--- src/rtl/sa_pkg.sv ---
// Shared types and tile packing helpers for the systolic-array tile loader.
// Element indices map (row, k) and (k, col) onto the flat 8-entry tile buses.
package sa_pkg;

    typedef enum logic [2:0] {
        IDLE,
        LOAD,
        RUN,
        OUT,
        ERR
    } state_t;

    localparam int TILE_N = 8;
    localparam int TO_W   = 4;

    function automatic logic [2:0] a_idx(input logic r, input logic [1:0] k);
        return {r, k};
    endfunction

    function automatic logic [2:0] b_idx(input logic [1:0] k, input logic c);
        return {c, k};
    endfunction

endpackage

--- src/rtl/sa_tile_loader_if.sv ---
// Bundle of the loader's request, buffer read, array and result ports.
// master is the loader side, slave is the surrounding environment.
interface sa_tile_loader_if #(
    parameter int WIDTH  = 8,
    parameter int ADDR_W = 10
);

    logic                start;
    logic                start_ready;
    logic [ADDR_W-1:0]   a_base;
    logic [ADDR_W-1:0]   a_stride;
    logic [ADDR_W-1:0]   b_base;
    logic [ADDR_W-1:0]   b_stride;
    logic                cal_imp_in;
    logic                a_rd_en;
    logic [ADDR_W-1:0]   a_rd_addr;
    logic [WIDTH-1:0]    a_rd_data;
    logic                b_rd_en;
    logic [ADDR_W-1:0]   b_rd_addr;
    logic [WIDTH-1:0]    b_rd_data;
    logic [8*WIDTH-1:0]  sa_a;
    logic [8*WIDTH-1:0]  sa_b;
    logic                sa_enable;
    logic                sa_cal_imp;
    logic                sa_done;
    logic [8*WIDTH-1:0]  sa_result;
    logic                out_valid;
    logic                out_ready;
    logic [8*WIDTH-1:0]  out_tile;
    logic                err;

    modport master (
        input  start, a_base, a_stride, b_base, b_stride, cal_imp_in,
        input  a_rd_data, b_rd_data, sa_done, sa_result, out_ready,
        output start_ready, a_rd_en, a_rd_addr, b_rd_en, b_rd_addr,
        output sa_a, sa_b, sa_enable, sa_cal_imp, out_valid, out_tile, err
    );

    modport slave (
        output start, a_base, a_stride, b_base, b_stride, cal_imp_in,
        output a_rd_data, b_rd_data, sa_done, sa_result, out_ready,
        input  start_ready, a_rd_en, a_rd_addr, b_rd_en, b_rd_addr,
        input  sa_a, sa_b, sa_enable, sa_cal_imp, out_valid, out_tile, err
    );

endinterface

--- src/rtl/sa_addr_gen.sv ---
// Read address generation for one load step: A walks a row, B gathers a column.
// All sums wrap modulo 2^ADDR_W.
module sa_addr_gen
    import sa_pkg::*;
#(
    parameter int ADDR_W = 10
) (
    input  logic [$clog2(TILE_N)-1:0] cnt,
    input  logic [ADDR_W-1:0]         a_base,
    input  logic [ADDR_W-1:0]         a_stride,
    input  logic [ADDR_W-1:0]         b_base,
    input  logic [ADDR_W-1:0]         b_stride,
    output logic [ADDR_W-1:0]         a_addr,
    output logic [ADDR_W-1:0]         b_addr
);

    logic [ADDR_W-1:0] a_row;
    logic [ADDR_W-1:0] b_row;

    assign a_row  = cnt[2] ? a_stride : '0;
    assign b_row  = ADDR_W'(cnt[1:0]) * b_stride;
    assign a_addr = a_base + a_row + ADDR_W'(cnt[1:0]);
    assign b_addr = b_base + b_row + ADDR_W'(cnt[2]);

endmodule

--- src/rtl/sa_tile_loader.sv ---
// Fetches A/B tiles, drives the systolic array until done, and hands the
// result tile downstream; a watchdog parks the loader in ERR if done never comes.
module sa_tile_loader
    import sa_pkg::*;
#(
    parameter int WIDTH   = 8,
    parameter int ADDR_W  = 10,
    parameter int TIMEOUT = 15
) (
    input  logic              clk,
    input  logic              _reset,
    sa_tile_loader_if.master  bus
);

    state_t              state;
    state_t              nxt;
    logic [3:0]          cnt;
    logic [TO_W-1:0]     wd;
    logic [ADDR_W-1:0]   a_base_q;
    logic [ADDR_W-1:0]   a_stride_q;
    logic [ADDR_W-1:0]   b_base_q;
    logic [ADDR_W-1:0]   b_stride_q;
    logic                cal_q;
    logic [8*WIDTH-1:0]  a_q;
    logic [8*WIDTH-1:0]  b_q;
    logic [8*WIDTH-1:0]  tile_q;
    logic [ADDR_W-1:0]   a_addr;
    logic [ADDR_W-1:0]   b_addr;
    logic                rd;
    logic [2:0]          wr_n;
    logic [2:0]          wr_a;
    logic [2:0]          wr_b;

    sa_addr_gen #(
        .ADDR_W (ADDR_W)
    ) u_addr_gen (
        .cnt      (cnt[2:0]),
        .a_base   (a_base_q),
        .a_stride (a_stride_q),
        .b_base   (b_base_q),
        .b_stride (b_stride_q),
        .a_addr   (a_addr),
        .b_addr   (b_addr)
    );

    // Data for the read issued at cnt n lands while cnt is n+1.
    assign wr_n = cnt[2:0] - 3'd1;
    assign wr_a = a_idx(wr_n[2], wr_n[1:0]);
    assign wr_b = b_idx(wr_n[1:0], wr_n[2]);
    assign rd   = (state == LOAD) && !cnt[3];

    always_ff @(posedge clk or negedge _reset) begin
        if (!_reset) begin
            state <= IDLE;
        end else begin
            state <= nxt;
        end
    end

    always_comb begin
        nxt = state;
        unique case (state)
            IDLE: if (bus.start) nxt = LOAD;
            LOAD: if (cnt == 4'd8) nxt = RUN;
            RUN: begin
                if (bus.sa_done) begin
                    nxt = OUT;
                end else if (wd == TO_W'(TIMEOUT - 1)) begin
                    nxt = ERR;
                end
            end
            OUT:  if (bus.out_ready) nxt = IDLE;
            ERR:  nxt = ERR;
            default: nxt = IDLE;
        endcase
    end

    always_ff @(posedge clk or negedge _reset) begin
        if (!_reset) begin
            cnt        <= '0;
            wd         <= '0;
            a_base_q   <= '0;
            a_stride_q <= '0;
            b_base_q   <= '0;
            b_stride_q <= '0;
            cal_q      <= 1'b0;
            a_q        <= '0;
            b_q        <= '0;
            tile_q     <= '0;
        end else begin
            unique case (state)
                IDLE: begin
                    if (bus.start) begin
                        a_base_q   <= bus.a_base;
                        a_stride_q <= bus.a_stride;
                        b_base_q   <= bus.b_base;
                        b_stride_q <= bus.b_stride;
                        cal_q      <= bus.cal_imp_in;
                        cnt        <= '0;
                        wd         <= '0;
                    end
                end
                LOAD: begin
                    cnt <= cnt + 4'd1;
                    if (cnt != 4'd0) begin
                        a_q[int'(wr_a)*WIDTH +: WIDTH] <= bus.a_rd_data;
                        b_q[int'(wr_b)*WIDTH +: WIDTH] <= bus.b_rd_data;
                    end
                end
                RUN: begin
                    wd <= wd + TO_W'(1);
                    if (bus.sa_done) tile_q <= bus.sa_result;
                end
                default: ;
            endcase
        end
    end

    assign bus.start_ready = (state == IDLE);
    assign bus.a_rd_en     = rd;
    assign bus.b_rd_en     = rd;
    assign bus.a_rd_addr   = rd ? a_addr : '0;
    assign bus.b_rd_addr   = rd ? b_addr : '0;
    assign bus.sa_a        = a_q;
    assign bus.sa_b        = b_q;
    assign bus.sa_enable   = (state == RUN);
    assign bus.sa_cal_imp  = cal_q;
    assign bus.out_valid   = (state == OUT);
    assign bus.out_tile    = tile_q;
    assign bus.err         = (state == ERR);

endmodule

--- src/flat_wrapper.sv ---
// flat-port wrapper written by rule: the top's interface ports become plain ports
module sa_tile_loader_flat import sa_pkg::*;
#(
    parameter int WIDTH   = 8,
    parameter int ADDR_W  = 10,
    parameter int TIMEOUT = 15
)
  (clk, _reset, bus_start, bus_a_base, bus_a_stride, bus_b_base, bus_b_stride, bus_cal_imp_in, bus_a_rd_data, bus_b_rd_data, bus_sa_done, bus_sa_result, bus_out_ready, bus_start_ready, bus_a_rd_en, bus_a_rd_addr, bus_b_rd_en, bus_b_rd_addr, bus_sa_a, bus_sa_b, bus_sa_enable, bus_sa_cal_imp, bus_out_valid, bus_out_tile, bus_err);
  sa_tile_loader_if #(.WIDTH(WIDTH), .ADDR_W(ADDR_W)) bus_i ();
  input  logic clk;
  input  logic _reset;
  input wire logic [$bits(bus_i.start)-1:0] bus_start;
  input wire logic [$bits(bus_i.a_base)-1:0] bus_a_base;
  input wire logic [$bits(bus_i.a_stride)-1:0] bus_a_stride;
  input wire logic [$bits(bus_i.b_base)-1:0] bus_b_base;
  input wire logic [$bits(bus_i.b_stride)-1:0] bus_b_stride;
  input wire logic [$bits(bus_i.cal_imp_in)-1:0] bus_cal_imp_in;
  input wire logic [$bits(bus_i.a_rd_data)-1:0] bus_a_rd_data;
  input wire logic [$bits(bus_i.b_rd_data)-1:0] bus_b_rd_data;
  input wire logic [$bits(bus_i.sa_done)-1:0] bus_sa_done;
  input wire logic [$bits(bus_i.sa_result)-1:0] bus_sa_result;
  input wire logic [$bits(bus_i.out_ready)-1:0] bus_out_ready;
  output wire logic [$bits(bus_i.start_ready)-1:0] bus_start_ready;
  output wire logic [$bits(bus_i.a_rd_en)-1:0] bus_a_rd_en;
  output wire logic [$bits(bus_i.a_rd_addr)-1:0] bus_a_rd_addr;
  output wire logic [$bits(bus_i.b_rd_en)-1:0] bus_b_rd_en;
  output wire logic [$bits(bus_i.b_rd_addr)-1:0] bus_b_rd_addr;
  output wire logic [$bits(bus_i.sa_a)-1:0] bus_sa_a;
  output wire logic [$bits(bus_i.sa_b)-1:0] bus_sa_b;
  output wire logic [$bits(bus_i.sa_enable)-1:0] bus_sa_enable;
  output wire logic [$bits(bus_i.sa_cal_imp)-1:0] bus_sa_cal_imp;
  output wire logic [$bits(bus_i.out_valid)-1:0] bus_out_valid;
  output wire logic [$bits(bus_i.out_tile)-1:0] bus_out_tile;
  output wire logic [$bits(bus_i.err)-1:0] bus_err;
  assign bus_i.start = bus_start;
  assign bus_i.a_base = bus_a_base;
  assign bus_i.a_stride = bus_a_stride;
  assign bus_i.b_base = bus_b_base;
  assign bus_i.b_stride = bus_b_stride;
  assign bus_i.cal_imp_in = bus_cal_imp_in;
  assign bus_i.a_rd_data = bus_a_rd_data;
  assign bus_i.b_rd_data = bus_b_rd_data;
  assign bus_i.sa_done = bus_sa_done;
  assign bus_i.sa_result = bus_sa_result;
  assign bus_i.out_ready = bus_out_ready;
  assign bus_start_ready = bus_i.start_ready;
  assign bus_a_rd_en = bus_i.a_rd_en;
  assign bus_a_rd_addr = bus_i.a_rd_addr;
  assign bus_b_rd_en = bus_i.b_rd_en;
  assign bus_b_rd_addr = bus_i.b_rd_addr;
  assign bus_sa_a = bus_i.sa_a;
  assign bus_sa_b = bus_i.sa_b;
  assign bus_sa_enable = bus_i.sa_enable;
  assign bus_sa_cal_imp = bus_i.sa_cal_imp;
  assign bus_out_valid = bus_i.out_valid;
  assign bus_out_tile = bus_i.out_tile;
  assign bus_err = bus_i.err;
  sa_tile_loader #(.WIDTH(WIDTH), .ADDR_W(ADDR_W), .TIMEOUT(TIMEOUT)) u_core (.clk(clk), ._reset(_reset), .bus(bus_i));
endmodule
--- config.mk ---
export PLATFORM = sky130hd
export DESIGN_NAME = sa_tile_loader_flat
export DESIGN_NICKNAME = d
export VERILOG_FILES = /design/src/rtl/sa_pkg.sv /design/src/rtl/sa_tile_loader_if.sv /design/src/rtl/sa_addr_gen.sv /design/src/rtl/sa_tile_loader.sv /design/src/flat_wrapper.sv
export SDC_FILE = /design/constraint.sdc
export NUM_CORES = 1
export LEC_CHECK = 0
export BUFFER_PORTS_ARGS = -buffer_cell sky130_fd_sc_hd__clkbuf_2
export CORE_UTILIZATION = 44
export CTS_BUF_LIST = sky130_fd_sc_hd__clkbuf_4
export DETAILED_ROUTE_END_ITERATION = 12
export MAX_ROUTING_LAYER = met4
export PLACE_DENSITY = 0.78
export SYNTH_ARGS = -nofsm -noshare
export SYNTH_HDL_FRONTEND = slang
export SYNTH_SLANG_ARGS = --single-unit
--- constraint.sdc ---
create_clock -name clk -period 4.6 [get_ports clk]
set_input_delay 0.92 -clock clk [delete_from_list [all_inputs] [get_ports clk]]
set_output_delay 0.92 -clock clk [all_outputs]
set_load 0.02 [all_outputs]
==> flow_metrics.py, run 1 <==
metrics = {
    "clock_tree": {
        "clkLatencyLatePin_ns": 0.67,
        "postCtsSetupBuffers": 0,
        "hold_buffers": 0,
        "path_clk_slew_ns": 0.06,
        "clock-sinks": 244,
        "ctsLongestPathBuffers": 3,
        "post_cts_resized": 0,
        "root_buffer": "clkbuf_4",
        "numCtsBuffers": 68,
        "cts_max_level": 3,
        "cts_tree": "yes",
    },
    "global_route": {
        "grt_pass1_wl_mm": 45.1,
        "grt_max_degree": 94,
        "antenna_found_initial": 5,
        "first_global_vias": 8597,
        "grt_overflow": 0,
        "grtUsageTotal": 0.230,
    },
    "floorplanning": {
        "start_util": 0.447,
        "die_h_um": 162,
        "io_pins": 345,
        "dieArea_sq_um": 26200,
        "fp.dieW_um": 162,
        "std_cell_rows": 58,
        "core-area_sq_um": 25100,
    },
    "synthesis": {
        "ys_top_cells_by_count": "244 x dfrtp_1, 200 x mux2_2, 61 x and2_1",
        "syn_avg_cell_area_sq_um": 13.0,
        "synth-seq-area-share": 0.543,
        "synth_ff_type": "dfrtp_1",
        "synth_area_sq_um": 11200,
        "yosysWarnings": 0,
        "synth_top_area_frac": 0.543,
        "synth_area_leaders": "dfrtp_1 54%, mux2_2 20%, ha_1 3.8%",
        "synth-seq-cells": 244,
        "netlist_instances": 863,
        "synthesis.nets": 1035,
        "synth-edff-count": 0,
        "synth_top_area_cell": "dfrtp_1",
        "synth.distinct_cells": 49,
        "synth_most_common_cell": "dfrtp_1",
        "ys_async_sr_fraction": 1.00,
    },
    "finish": {
        "syn2layout_area_growth_pct": 26.0,
        "post-route-util": 0.564,
        "nNetsFinal": 1425,
        "layout-drive-gt1-share": 0.527,
    },
    "sta": {
        "setup_viol": 0,
        "fin_crit_ns": 4.36,
        "hold_violations": 0,
        "slew_headroom": 0.319,
        "finalWorstSetupSlack_ns": 0.244,
        "fmax_mhz": 230,
        "skew_ns": 0.0507,
        "worstMarginPinSlew_ns": 1.02,
        "period_share": 0.947,
        "maxSlewViolCount": 0,
    },
    "setup_path": {
        "crit_buf_inv": 1,
        "cp_max_fo": 9,
        "criticalPathCategory": "reg -> out",
        "worst_path_max_delay_cell": "fa_1",
        "cpPeakStageDelay_ns": 0.51,
        "crit_arrival_ns": 3.44,
        "cpLargestDelayFamily": "adder cells",
        "crit_chain": "and2_1 > fa_1 > fa_1 > a211oi_1 > o21ai_0 > a31oi_1 > xor2_1 > nor2_1 > clkbuf_2",
        "cp_common_cell": "fa_1",
        "cp-end-kind": "output pin",
        "worstPathRequired_ns": 3.68,
        "crit_path_start_kind": "flip-flop",
    },
    "placement": {
        "dp_hpwl_mm": 20.8,
        "dp_slack_ns": 0.830,
        "gp_congestion": 0.870,
        "port_buffers": 344,
    },
    "power_and_ir_drop": {
        "peakVddDrop_mv": 0.499,
        "p_leak_nw": 7.53,
        "total_power_mw": 10.9,
        "power_density_nw_per_um2": 771,
    },
    "detailed_routing": {
        "routedWlPerCell_um": 17.7,
        "drt_iter0_markers": 380,
        "firstDrtPassIters": 4,
        "via_count": 8170,
        "drt_wl_total_mm": 28.9,
        "drc": 0,
        "drt-vias-per-instance": 5.00,
        "ant_nets": 0,
    },
    "flow_run": {
        "max_cap_viol_count": 0,
    },
    "status": {
        "run_status": "finished, final reports clean",
    },
    "hold_path": {
        "hold_class": "in -> async",
    },
}
## path summary, 6_finish.rpt
| kind | to | slack, ns | from | cells after the start |
|---|---|---|---|---|
| min | u_core.bus.sa_b[0] | 0.28 | _reset | 1 |
| max | bus_b_rd_addr[8] | 0.24 | u_core.cnt[1] | 9 |
| max reg2reg | u_core.bus.sa_a[27] | 1.35 | u_core.cnt[0] | 8 |
| max in group asynchronous | u_core.bus.sa_a[27] | 3.42 | _reset | 2 |
| min reg2reg | u_core.a_stride_q[1] | 0.50 | u_core.a_stride_q[1] | 1 |
| min in group clk | u_core.b_base_q[3] | 0.48 | bus_b_base[3] | 3 |
## layer usage
| layer | track usage | wire (um) |
|---|---|---|
| met5 | - | 0 |
| met4 | 0.111 | 1090 |
| met3 | 0.0687 | 2390 |
| met2 | 0.369 | 13700 |
| met1 | 0.263 | 11700 |
## power breakdown
group	switching (mW)	internal [mW]	total, mW
sequential	0.555	3.10	3.65
clock	0.909	1.02	1.93
combinational	3.14	2.20	5.34
total	4.60	6.32	10.9
## per-stage QoR
| stage | std cells | hold WS [ns] | TNS (ns) | cell area [sq um] |
|---|---|---|---|---|
| after floorplan | 863 | 0.472 | 0 | 11200 |
| after global placement | 1513 | 0.487 | 0 | 13300 |
| after detailed placement | 1513 | 0.492 | 0 | 13300 |
| after CTS | 1628 | 0.245 | 0 | 14100 |
| after global routing | 1633 | 0.276 | -0.00534 | 14200 |
| final | 1633 | 0.276 | 0 | 14200 |
## placed cells by master (no fill, tap or decap), types with 2 or more instances in the layout
master and instances:
buf_4 14, ha_1 34, nand2b_1 2, a21oi_1 6
mux2_2 200, a211oi_1 5, nor2b_1 3, and2_1 60
a21o_1 2, o21a_1 3, mux2_4 10, nand2_1 49
xor2_1 10, clkinv_1 13, clkbuf_4 96, mux2i_1 18
o21ai_0 19, and3_1 17, inv_1 50, nor2_1 25
dfrtp_2 2, clkbuf_2 343, dfrtp_1 242, nor3_1 13
nand3_1 5, or3_1 2, a31oi_1 2, xnor2_1 5
clkinv_4 2, o21bai_1 3, fa_1 12, diode_2 5
nor3b_1 2, o22ai_1 3
## state kept, by name, indices dropped and copies added (netlist names), 10 cells and up
signal	count
u_core.a_base_q	10
u_core.a_stride_q	10
u_core.b_base_q	10
u_core.b_stride_q	10
u_core.bus.out_tile	64
u_core.bus.sa_a	64
u_core.bus.sa_b	64
## cells by family after synthesis
family                   share of synthesized area
flip-flops                                   0.543
AO/OA/AOI/OAI                               0.0316
AND/OR/NAND/NOR                             0.0884
adder cells (fa/ha/maj)                     0.0592
XOR/XNOR                                    0.0131
buffers and inverters                       0.0342
multiplexers                                 0.230
## area by class of cell
| type | instances | area [sq um] |
|---|---|---|
| Multi-Input combinational cell | 530 | 4750 |
| Inverter | 50 | 188 |
| Clock inverter | 19 | 113 |
| Antenna cell | 5 | 12.5 |
| Fill cell | 2115 | 10900 |
| Tap cell | 330 | 413 |
| Sequential cell | 244 | 6110 |
| Timing Repair Buffer | 359 | 1860 |
| Clock buffer | 96 | 721 |
Note: power is estimated with default switching activity, not from simulation.
==> run 2: changes to the inputs <==
--- a/config.mk
+++ b/config.mk
@@ -6,8 +6,10 @@
 export NUM_CORES = 1
 export LEC_CHECK = 0
 export BUFFER_PORTS_ARGS = -buffer_cell sky130_fd_sc_hd__clkbuf_2
+export CORE_MARGIN = 2
 export CORE_UTILIZATION = 44
 export CTS_BUF_LIST = sky130_fd_sc_hd__clkbuf_4
+export CTS_CLUSTER_SIZE = 40
 export DETAILED_ROUTE_END_ITERATION = 12
 export MAX_ROUTING_LAYER = met4
 export PLACE_DENSITY = 0.78
==> run 2 against run 1 <==
Largest cell class unchanged. Fmax rose by 0.13%. Power shrank 0.20%. Non-clock buffer count is 1 lower. Utilization shrank 0.20 points. Die area rose by 2.5%. Design area down 0.36%. Critical endpoint is now bus_a_rd_addr[9].
==> flow_metrics.py, run 2 (same netlist as run 1, synthesis figures left out) <==
metrics = {
    "setup_path": {
        "criticalPathCategory": "reg -> out",
        "crit_path_start_kind": "flip-flop",
        "cp-end-kind": "output pin",
        "worstSetupStartpoint": "u_core.cnt[1]",
        "r2r-start": "u_core.cnt[0]",
        "worstPathRequired_ns": 3.68,
        "crit_arrival_ns": 3.43,
        "cp_max_fo": 8,
    },
    "detailed_routing": {
        "drt_wl_total_mm": 29.2,
        "ant_nets": 0,
        "via_count": 8145,
        "drt_iter0_markers": 465,
        "drc": 0,
        "routedWlPerCell_um": 18.1,
        "drt-vias-per-instance": 5.04,
        "firstDrtPassIters": 4,
    },
    "global_route": {
        "grt_max_degree": 117,
        "grtUsageTotal": 0.221,
        "grt_pass1_wl_mm": 44.4,
        "grt_overflow": 0,
        "first_global_vias": 8386,
        "antenna_found_initial": 3,
    },
    "finish": {
        "fin_cells": 1616,
        "layout_commonest_cell": "clkbuf_2",
        "syn2layout_area_growth_pct": 25.6,
        "layout_common_cells": "343 x clkbuf_2, 242 x dfrtp_1, 200 x mux2_2",
        "layout-drive-gt1-share": 0.528,
        "nNetsFinal": 1423,
    },
    "placement": {
        "gp_congestion": 0.855,
        "port_buffers": 344,
        "dp_hpwl_mm": 21.2,
        "dp.cells": 1510,
    },
    "flow_run": {
        "max_cap_viol_count": 0,
    },
    "clock_tree": {
        "root_buffer": "clkbuf_4",
        "numCtsBuffers": 67,
        "clkLatencyLatePin_ns": 0.64,
        "clock-sinks": 244,
        "hold_buffers": 0,
        "path_clk_slew_ns": 0.06,
        "cts_max_level": 3,
        "ctsLongestPathBuffers": 3,
        "cts_tree": "yes",
    },
    "floorplanning": {
        "start_util": 0.447,
        "dieArea_sq_um": 26800,
        "io_pins": 345,
        "core-area_sq_um": 25100,
        "fp.dieW_um": 164,
        "die_h_um": 164,
        "std_cell_rows": 58,
    },
    "power_and_ir_drop": {
        "total_power_mw": 10.9,
        "p_sw_mw": 4.58,
        "p_int_mw": 6.31,
        "power_frac_seq": 0.336,
        "p_leak_nw": 7.51,
        "p_clk_frac": 0.171,
        "netSwitchingFraction": 0.421,
        "power_density_nw_per_um2": 772,
        "peakVddDrop_mv": 0.469,
        "comb_power_share": 0.494,
    },
    "sta": {
        "hold_ws_ns": 0.355,
        "skew_ns": 0.0380,
        "period_share": 0.946,
        "rsz0062_at_grt": "no",
        "fmax_mhz": 230,
        "slew_headroom": 0.199,
        "setup_viol": 0,
        "worstMarginPinSlew_ns": 1.20,
        "fin_crit_ns": 4.35,
        "maxSlewViolCount": 0,
        "setup_tns_ns": 0,
        "hold_violations": 0,
    },
    "hold_path": {
        "hold_class": "in -> async",
    },
    "status": {
        "run_status": "finished, final reports clean",
    },
}
[run 2: changes by cell type in the layout (fill, tap and decap cells not counted), sizes merged]
cell	before	now
inv	51	52
clkinv	16	5
diode	5	3
bufinv	1	2
buf	16	15
clkbuf	439	434
[run 2: power groups by stage]
stage          logic [mW]  clock network [mW]  registers (mW)
2_1_floorplan        2.78                   0            4.49
3_3_place_gp         5.24                   0            3.65
3_5_place_dp         5.38                   0            3.70
4_1_cts              5.39                1.93            3.67
5_1_grt              5.86                2.04            3.77
6_report             5.38                1.86            3.66
[run 2: final cells by class]
class,instances,area [sq um]
clock inverters,10,93.8
repair buffers,358,1860
clock buffers,91,683
fillers,2157,11000
inverters,50,188
multi-input cells,530,4750
diodes,3,7.51
well taps,330,413
flip-flops and latches,244,6110
[run 2: final timing paths]
path / endpoint / slack (ns) / depth (start not counted)
setup / recovery: bus_a_rd_addr[9] / 0.25 / 11
hold / removal: u_core.bus.sa_b[7] / 0.35 / 1
setup reg to reg: u_core.bus.sa_a[27] / 1.29 / 8
hold reg to reg: u_core.a_stride_q[2] / 0.50 / 1
max in group asynchronous: u_core.bus.sa_a[46] / 3.30 / 2
min in group clk: u_core.a_stride_q[2] / 0.50 / 1
[run 2: metal layers]
layer  wire length [um]  track usage  share of wire  vias to the layer above
met5                  0            -              0                        -
met4                675       0.0821          0.023                        0
met3               2550       0.0699          0.087                       52
met2              14400        0.366           0.49                      332
met1              11600        0.253           0.40                     4008
li1                   -            -              -                     3753
[run 2: what timing repair did]
action | 4_1_cts | 5_1_grt
resized for setup | 0 | 4
setup endpoints to repair | 0 | 3
setup buffers | 0 | 2
[run 2: critical path, cell delays in order (launching register included)]
cell      delay, ns
dfrtp_2        0.46
buf_4          0.19
fa_1           0.51
ha_1           0.20
inv_1          0.07
fa_1           0.39
nor2b_2        0.19
o31a_1         0.20
o211a_1        0.16
nor3_1         0.05
nor3b_1        0.19
clkbuf_2       0.21
[run 2: stage by stage]
step | util | setup slack [ns] | area [sq um]
2_1_floorplan | - | 0.577 | 11200
3_3_place_gp | 0.530 | 0.812 | 13300
3_5_place_dp | 0.530 | 0.749 | 13300
4_1_cts | 0.561 | 0.0483 | 14100
5_1_grt | 0.562 | 0.0173 | 14100
6_report | 0.562 | 0.249 | 14100
==> run 3: changes to the inputs <==
--- a/config.mk
+++ b/config.mk
@@ -11,6 +11,7 @@
 export CTS_BUF_LIST = sky130_fd_sc_hd__clkbuf_4
 export CTS_CLUSTER_SIZE = 40
 export DETAILED_ROUTE_END_ITERATION = 12
+export GPL_TIMING_DRIVEN = 0
 export MAX_ROUTING_LAYER = met4
 export PLACE_DENSITY = 0.78
 export SYNTH_ARGS = -nofsm -noshare
==> constraint.sdc (replaced) <==
create_clock -name clk -period 4.4 [get_ports clk]
set_input_delay 0.88 -clock clk [delete_from_list [all_inputs] [get_ports clk]]
set_output_delay 0.88 -clock clk [all_outputs]
set_load 0.02 [all_outputs]
==> run 3 against run 2 <==
Critical path depth is 1 higher. Sequential share of layout area is 1.0 points lower. Wire length is 4.5% higher. Clock-buffer cell count is 5 higher. Highest routed layer unchanged. Die area stayed put.
==> flow_metrics.py, run 3 (same netlist as run 1, synthesis figures left out) <==
metrics = {
    "status": {
        "run_status": "finished, final reports clean",
    },
    "sta": {
        "period_share": 0.975,
        "maxSlewViolCount": 0,
        "fmax_mhz": 233,
        "slew_headroom": 0.393,
        "worstMarginPinSlew_ns": 0.903,
        "setup_viol": 0,
        "skew_ns": 0.0334,
        "finalWorstSetupSlack_ns": 0.110,
        "fin_crit_ns": 4.29,
        "hold_violations": 0,
        "rsz0062_at_grt": "yes",
    },
    "floorplanning": {
        "dieArea_sq_um": 26800,
        "die_h_um": 164,
        "io_pins": 345,
        "std_cell_rows": 58,
        "fp.dieW_um": 164,
        "core-area_sq_um": 25100,
        "start_util": 0.447,
    },
    "clock_tree": {
        "ctsLongestPathBuffers": 3,
        "clock-sinks": 244,
        "path_clk_slew_ns": 0.06,
        "cts_tree": "yes",
        "numCtsBuffers": 69,
        "cts_max_level": 3,
        "root_buffer": "clkbuf_4",
        "clkLatencyLatePin_ns": 0.63,
    },
    "setup_path": {
        "cp-end-kind": "output pin",
        "crit_path_start_kind": "flip-flop",
        "crit_buf_inv": 3,
        "crit_chain": "buf_8 > and2_4 > fa_1 > ha_2 > inv_2 > fa_2 > nor2b_4 > o31a_1 > o211a_1 > nor3_1 > nor3b_2 > buf_4",
        "cp_max_fo": 6,
        "worst_path_max_delay_cell": "fa_1",
        "criticalPathCategory": "reg -> out",
        "cpLargestDelayFamily": "adder cells",
        "crit_arrival_ns": 3.41,
        "cpPeakStageDelay_ns": 0.51,
        "worstPathRequired_ns": 3.52,
    },
    "finish": {
        "syn2layout_area_growth_pct": 28.7,
        "post-route-util": 0.576,
        "layout-drive-gt1-share": 0.538,
        "nFillCells": 2100,
        "layout_commonest_cell": "clkbuf_2",
        "layout_common_cells": "340 x clkbuf_2, 241 x dfrtp_1, 200 x mux2_2",
        "nNetsFinal": 1463,
        "fin_cells": 1666,
    },
    "detailed_routing": {
        "firstDrtPassIters": 5,
        "drt-vias-per-instance": 5.02,
        "ant_nets": 0,
        "routedWlPerCell_um": 18.3,
        "drc": 0,
        "via_count": 8357,
        "drt_wl_total_mm": 30.5,
        "drt_iter0_markers": 400,
    },
    "global_route": {
        "grt_max_degree": 117,
        "first_global_vias": 9113,
        "grtUsageTotal": 0.235,
        "grt_overflow": 0,
        "antenna_found_initial": 2,
        "grt_pass1_wl_mm": 47.5,
    },
    "power_and_ir_drop": {
        "p_leak_nw": 7.71,
        "power_frac_seq": 0.324,
        "p_int_mw": 6.80,
        "power_density_nw_per_um2": 813,
        "comb_power_share": 0.501,
        "netSwitchingFraction": 0.422,
        "p_sw_mw": 4.96,
        "p_clk_frac": 0.175,
        "total_power_mw": 11.8,
        "peakVddDrop_mv": 0.515,
    },
    "placement": {
        "port_buffers": 344,
        "gp_congestion": 0.859,
        "dp_slack_ns": -0.314,
        "dp_hpwl_mm": 22.3,
        "dp.cells": 1539,
    },
    "hold_path": {
        "hold_class": "in -> async",
    },
    "flow_run": {
        "max_cap_viol_count": 0,
    },
}
run 3: per-stage QoR:
stage	hold WS, ns	instance area [sq um]	TNS (ns)
2_1_floorplan	0.472	11200	0
3_3_place_gp	0.486	13400	-587.43
3_5_place_dp	0.492	13400	-0.631
4_1_cts	0.0429	14400	0
5_1_grt	0.0395	14500	-0.0641
6_report	0.121	14500	0
run 3: layout make-up:
cell class | instances | area, sq um | share of cell area
diodes | 2 | 5.00 | 0.000346
plain buffers | 38 | 231 | 0.0160
clock buffers | 96 | 721 | 0.0498
clock inverters | 18 | 124 | 0.00857
inverters | 50 | 188 | 0.0130
multi-input cells | 530 | 4790 | 0.331
flip-flops and latches | 244 | 6110 | 0.423
well taps | 330 | 413 | 0.0286
repair buffers | 358 | 1880 | 0.130
run 3: what timing repair did:
action / 4_1_cts / 5_1_grt
hold buffers: 0 / 0
resized for setup: 18 / 18
setup buffers: 6 / 6
setup endpoints to repair: 13 / 6
pin swaps: 8 / 11
run 3: power by group through the flow:
stage,Clock (mW),Combinational (mW),Sequential (mW)
after floorplan,0,2.91,4.69
after global placement,0,5.52,3.81
final,2.05,5.89,3.81
after CTS,2.13,5.83,3.81
after detailed placement,0,5.69,3.85
after global routing,2.26,6.40,3.93
run 3: worst paths after layout:
check / slack, ns / cells past startpoint / startpoint / end
worst max-delay path: 0.11 / 12 / u_core.cnt[2] / bus_a_rd_addr[9]
worst min-delay path: 0.12 / 1 / _reset / u_core.bus.sa_b[16]
worst max register to register: 1.33 / 9 / u_core.cnt[0] / u_core.bus.sa_b[19]
worst min register to register: 0.50 / 1 / u_core.bus.out_tile[2] / u_core.bus.out_tile[2]
max in group asynchronous: 3.44 / 2 / _reset / u_core.bus.sa_a[10]
min in group clk: 0.46 / 3 / bus_b_base[4] / u_core.b_base_q[4]
run 3: layer usage:
metal / GRT usage / vias to the layer above / share of wire
li1: - / 3841 / -
met1: 0.263 / 4115 / 0.39
met2: 0.398 / 344 / 0.50
met3: 0.0773 / 57 / 0.085
met4: 0.0774 / 0 / 0.023
met5: - / - / 0
